**config.mk**
```make
export PLATFORM = sky130hd
export DESIGN_NAME = afifo_rd_stream_flat
export DESIGN_NICKNAME = d
export VERILOG_FILES = /design/src/rtl/afifo_rd_stream_if.sv /design/src/rtl/afifo_rd_stream.sv /design/src/flat_wrapper.sv
export SDC_FILE = /design/constraint.sdc
export NUM_CORES = 1
export LEC_CHECK = 0
export BUFFER_PORTS_ARGS = -buffer_cell sky130_fd_sc_hd__buf_2
export CELL_PAD_IN_SITES_DETAIL_PLACEMENT = 0
export CELL_PAD_IN_SITES_GLOBAL_PLACEMENT = 1
export CORE_MARGIN = 2
export CORE_UTILIZATION = 37
export DETAILED_ROUTE_END_ITERATION = 6
export GPL_TIMING_DRIVEN = 0
export HOLD_SLACK_MARGIN = 0.02
export PLACE_DENSITY = 0.81
export SYNTH_ARGS = -nofsm -noshare
export SYNTH_HDL_FRONTEND = slang
export SYNTH_SLANG_ARGS = --single-unit
```
**constraint.sdc**
```tcl
create_clock -name rdclk -period 2.3 [get_ports rdclk]
set_clock_uncertainty 0.1 [all_clocks]
set_input_delay 0.345 -clock rdclk [delete_from_list [all_inputs] [get_ports rdclk]]
set_output_delay 0.345 -clock rdclk [all_outputs]
set_load 0.05 [all_outputs]
```
**src/rtl/afifo_rd_stream_if.sv**
```systemverilog
// Pop-side and stream-side signals of the read-domain consumer stage.
// Handshake: a word moves on a rising edge where m_valid && m_ready; m_data/m_last are held while stalled.
interface afifo_rd_stream_if #(
  parameter int DATA_W = 8
);
  logic [DATA_W-1:0] fifo_data_out;
  logic              fifo_empty;
  logic              fifo_pop;
  logic [DATA_W-1:0] m_data;
  logic              m_valid;
  logic              m_ready;
  logic              m_last;

  modport master (
    input  fifo_data_out, fifo_empty, m_ready,
    output fifo_pop, m_data, m_valid, m_last
  );

  modport slave (
    output fifo_data_out, fifo_empty, m_ready,
    input  fifo_pop, m_data, m_valid, m_last
  );
endinterface

```
**src/rtl/afifo_rd_stream.sv**
```systemverilog
// Pops the async FIFO (one-cycle read latency), buffers words in a 2-entry skid
// buffer and streams them out with frame marking and a delivered-word counter.
module afifo_rd_stream #(
  parameter int DATA_W    = 8,
  parameter int FRAME_LEN = 4,
  parameter int CNT_W     = 16
) (
  input  logic             rdclk,
  input  logic             rd_rst,
  input  logic             en,
  afifo_rd_stream_if.master bus,
  output logic [CNT_W-1:0] word_cnt,
  output logic             busy,
  output logic [1:0]       dbg_state
);
  localparam int IDX_W = (FRAME_LEN > 1) ? $clog2(FRAME_LEN) : 1;
  localparam logic [IDX_W-1:0] LAST_IDX = IDX_W'(FRAME_LEN - 1);

  typedef enum logic [1:0] {EMPTY = 2'd0, ONE = 2'd1, TWO = 2'd2} state_t;

  state_t            state_q, state_d;
  logic              inflight_q, inflight_d;
  logic [DATA_W-1:0] e0_q, e0_d;
  logic [DATA_W-1:0] e1_q, e1_d;
  logic [IDX_W-1:0]  idx_q, idx_d;
  logic [CNT_W-1:0]  cnt_q, cnt_d;

  logic       cap;
  logic       deq;
  logic       valid;
  logic       pop;
  logic [2:0] level;

  always_comb begin
    cap   = inflight_q;
    valid = (state_q != EMPTY);
    deq   = valid && bus.m_ready;
    // Occupancy after this edge, counting the word already in flight.
    level = {1'b0, state_q} + {2'b00, inflight_q} - {2'b00, deq};
    pop   = rd_rst && en && !bus.fifo_empty && (level < 3'd2);

    inflight_d = pop;
    state_d    = state_q;
    e0_d       = e0_q;
    e1_d       = e1_q;
    idx_d      = idx_q;
    cnt_d      = cnt_q;

    case (state_q)
      EMPTY: begin
        if (cap) begin
          state_d = ONE;
          e0_d    = bus.fifo_data_out;
        end
      end
      ONE: begin
        case ({cap, deq})
          2'b10: begin
            state_d = TWO;
            e1_d    = bus.fifo_data_out;
          end
          2'b11:   e0_d    = bus.fifo_data_out;
          2'b01:   state_d = EMPTY;
          default: state_d = ONE;
        endcase
      end
      TWO: begin
        // The pop rule keeps cap without deq from ever arriving here.
        if (deq) begin
          e0_d = e1_q;
          if (cap) e1_d    = bus.fifo_data_out;
          else     state_d = ONE;
        end
      end
      default: state_d = EMPTY;
    endcase

    if (deq) begin
      idx_d = (idx_q == LAST_IDX) ? '0 : idx_q + IDX_W'(1);
      cnt_d = cnt_q + CNT_W'(1);
    end
  end

  always_ff @(posedge rdclk or negedge rd_rst) begin
    if (!rd_rst) begin
      state_q    <= EMPTY;
      inflight_q <= 1'b0;
      e0_q       <= '0;
      e1_q       <= '0;
      idx_q      <= '0;
      cnt_q      <= '0;
    end else begin
      state_q    <= state_d;
      inflight_q <= inflight_d;
      e0_q       <= e0_d;
      e1_q       <= e1_d;
      idx_q      <= idx_d;
      cnt_q      <= cnt_d;
    end
  end

  assign bus.fifo_pop = pop;
  assign bus.m_valid  = valid;
  assign bus.m_data   = e0_q;
  assign bus.m_last   = valid && (idx_q == LAST_IDX);
  assign word_cnt     = cnt_q;
  assign busy         = inflight_q || valid;
  assign dbg_state    = state_q;
endmodule

```
**src/flat_wrapper.sv**
```systemverilog
// flat-port wrapper written by rule: the top's interface ports become plain ports
module afifo_rd_stream_flat 
#(
  parameter int DATA_W    = 8,
  parameter int FRAME_LEN = 4,
  parameter int CNT_W     = 16
)
  (rdclk, rd_rst, en, word_cnt, busy, dbg_state, bus_fifo_data_out, bus_fifo_empty, bus_m_ready, bus_fifo_pop, bus_m_data, bus_m_valid, bus_m_last);
  afifo_rd_stream_if #(.DATA_W(DATA_W)) bus_i ();
  input  logic rdclk;
  input  logic rd_rst;
  input  logic en;
  output logic [CNT_W-1:0] word_cnt;
  output logic busy;
  output logic [1:0] dbg_state;
  input wire logic [$bits(bus_i.fifo_data_out)-1:0] bus_fifo_data_out;
  input wire logic [$bits(bus_i.fifo_empty)-1:0] bus_fifo_empty;
  input wire logic [$bits(bus_i.m_ready)-1:0] bus_m_ready;
  output wire logic [$bits(bus_i.fifo_pop)-1:0] bus_fifo_pop;
  output wire logic [$bits(bus_i.m_data)-1:0] bus_m_data;
  output wire logic [$bits(bus_i.m_valid)-1:0] bus_m_valid;
  output wire logic [$bits(bus_i.m_last)-1:0] bus_m_last;
  assign bus_i.fifo_data_out = bus_fifo_data_out;
  assign bus_i.fifo_empty = bus_fifo_empty;
  assign bus_i.m_ready = bus_m_ready;
  assign bus_fifo_pop = bus_i.fifo_pop;
  assign bus_m_data = bus_i.m_data;
  assign bus_m_valid = bus_i.m_valid;
  assign bus_m_last = bus_i.m_last;
  afifo_rd_stream #(.DATA_W(DATA_W), .FRAME_LEN(FRAME_LEN), .CNT_W(CNT_W)) u_core (.rdclk(rdclk), .rd_rst(rd_rst), .en(en), .bus(bus_i), .word_cnt(word_cnt), .busy(busy), .dbg_state(dbg_state));
endmodule
```
==> results.ini <==
[critical_path]
cp_num_buf_inv=2
rr_worst_depth=8
cp.arrival_ps=2080
end_kind=primary output
crit_chain=buf_6 -> nor2b_4 -> and2_4 -> o21ai_2 -> fa_1 -> nand4b_1 -> nor2_4 -> buf_8
critical-path-top-delay-family=simple AND/OR/NAND/NOR gates
cp-startpoint=u_core.dbg_state[1]$_DFFE_PN0P_
rr_startpoint=u_core.dbg_state[1]$_DFFE_PN0P_
startpoint_type=flip-flop
slowest_stage=fa_1
required_ps=1860
ff2ff_setup_slack_ps=240
crit_type=flip-flop to primary output
worst-path-max-fanout=3
endpoint=bus_fifo_pop
r2r_end=u_core.e1_q[2]$_DFFE_PN0P_
critPathMaxStageDelay_ps=510
cp.depth=8

[sta]
max_slew.worst_pin.slew_ps=838
final-max-slew-violation-count=0
hold_viol_final=0
rsz0062_at_grt=yes
setup_ws_ps=-227
max_slew_margin_pct=44.1
period_needed_ps=2530
finalSetupTns_ps=-227
final-setup-viol-count=1
fmax_ghz=0.396
post-route-period-util_pct=110

[global_route]
antenna_found_initial=0
grt_max_degree=39
grt.total_usage_pct=14.8
grt-ovfl-total=0
grt_pass1_wl_mm=5.97
first_global_vias=1277

[power_and_ir_drop]
power.density_nw_per_um2=1200
p_leak_nw=1.07
ir_worst_vdd_mv=0.812
power.total_mw=2.63

[detailed_routing]
drt-total-wl_mm=3.49
vias=1251
detail_route.wl_per_cell_microns=13.7
drcViolationCount=0
vias_per_cell=4.91
drt-initial-drc-count=34
first_pass_iters=4
ant_nets=0

[yosys]
avgSynthCellArea_sq_um=11.9
ys_ff_latch=37
ys_types=34
synth_edf_count=0
synthCells=148
async_reset_ff_share_pct=100
synth_flop_cell=dfrtp_1
syn_nets=166
synth_area_sq_um=1770
synth_warnings=0
seq_area_frac_synth_pct=52.4

[finish]
stdcell_area_sq_um=2200
utilization_pct=47.2
n_antenna_cell=0
layout_commonest_cell=buf_2
layout_common_cells=buf_2, dfrtp_1, nand2_1, nor2_1, xnor2_1
final_nets=220
area_growth_pct=24.4
drive_above_1_share_pct=37.8

[cts]
holdBufCountCts=0
htreeDepth=2
cts_inserted_buffers=5
clk_latency_ps=280
root_buffer=clkbuf_8
clock-sinks=37
clock_path_buffers=2
clkTransAtPathRegs_ps=70
cts_tree=built

[status]
status=finished with violations
failed_checks=setup timing

[floorplanning]
start_util_pct=37.9
die-area_sq_um=5350
fp.dieH_microns=73.1
num_rows=25
coreArea_sq_um=4660
top_level_ports=43
die_x_microns=73.1

[placed_design]
dp_worst_setup_slack_ps=-291
gp_congestion=0.728
port_buffers=42
hpwl_mm=2.36
placed_area_sq_um=2080

[hold_path]
hp-class=primary input to async pin

[flow_run]
cap_violations=0

==> state kept, by name, indices dropped and copies added, names as in the netlist <==
| name | flops |
|---|---|
| u_core.bus.m_data | 8 |
| u_core.cap | 1 |
| u_core.dbg_state | 2 |
| u_core.e1_q | 8 |
| u_core.idx_q | 2 |
| u_core.word_cnt | 16 |
==> layer usage <==
layer / track usage [%] / part of all wire, % / routed length, microns / up-vias
met5: 0 / 0 / 0 / -
met4: 5.97 / 1.1 / 39 / 0
met3: 4.70 / 5.0 / 175 / 5
met2: 21.3 / 46 / 1610 / 30
met1: 20.7 / 48 / 1670 / 601
li1: - / - / - / 615
==> worst register-to-register path, cell delays in order, from the launching register on <==
cell     delay [ps]
dfrtp_2         410
buf_6           120
buf_4           160
o21a_4          230
inv_4           120
ha_1            160
a32o_1          120
buf_4           210
mux2_4          320
==> how the worst min path moves through the flow <==
| stage | from | to | depth (start not counted) |
|---|---|---|---|
| detailed placement | u_core.word_cnt[15]$_DFFE_PN0P_ | u_core.word_cnt[15]$_DFFE_PN0P_ | 1 |
| floorplan | rd_rst | u_core.bus.m_data[0]$_DFFE_PN0P_ | 0 |
| global route | rd_rst | u_core.e1_q[3]$_DFFE_PN0P_ | 1 |
| finish | rd_rst | u_core.e1_q[3]$_DFFE_PN0P_ | 1 |
| CTS | rd_rst | u_core.e1_q[3]$_DFFE_PN0P_ | 1 |
| global placement | u_core.word_cnt[15]$_DFFE_PN0P_ | u_core.word_cnt[15]$_DFFE_PN0P_ | 1 |
==> per-stage QoR <==
| stage | hold WS, ps | std cells |
|---|---|---|
| after floorplan | -50.6 | 148 |
| after global placement | 361 | 244 |
| after detailed placement | 368 | 244 |
| after CTS | 92.9 | 254 |
| after global routing | 124 | 255 |
| final | 62.9 | 255 |
==> repair_timing <==
action                                 in CTS  in global routing
gates resized for setup                     4                  1
endpoints found under the hold margin       0                  0
setup endpoints to repair                   1                  1
buffers inserted                            4                  2
pin swaps                                   1                  4
==> area by class of cell <==
class / instances / area, sq um
fillers: 441 / 2460
flip-flops and latches: 37 / 928
multi-input cells: 105 / 828
repair buffers: 48 / 265
clock buffers: 5 / 68.8
well taps: 54 / 67.6
plain buffers: 3 / 26.3
inverters: 2 / 10.0
clock inverters: 1 / 5.00
==> power breakdown <==
group          total, mW  switching [mW]  internal, mW
Sequential          1.01           0.152         0.859
Clock              0.415           0.216         0.199
Combinational       1.20           0.805         0.400
Total               2.63            1.17          1.46
==> synth_stat cells, types with 3 or more instances <==
| library cell | instances | share of area [%] |
|---|---|---|
| mux2i_1 | 9 | 5.1 |
| a21oi_1 | 8 | 2.3 |
| ha_1 | 4 | 2.8 |
| mux2_4 | 8 | 6.8 |
| nand4_1 | 5 | 1.8 |
| nand3_1 | 4 | 1.1 |
| xnor2_1 | 12 | 5.9 |
| xor2_1 | 4 | 2.0 |
| dfrtp_1 | 37 | 52 |
| nor2_1 | 13 | 2.8 |
| nor2b_1 | 3 | 1.1 |
| nand2_1 | 12 | 2.5 |
==> cell families (layout without fill, tap and decap cells) <==
family	after synthesis	count (layout)	share of synthesized area [%]
AND/OR/NAND/NOR	50	50	14.8
flip-flops	37	37	52.4
multiplexers	18	18	12.5
AO/OA/AOI/OAI	16	16	6.44
XOR/XNOR	16	16	7.93
buffers and inverters	6	59	1.98
adder cells (fa/ha/maj)	5	5	3.96
Note: power is estimated with default switching activity, not from simulation.
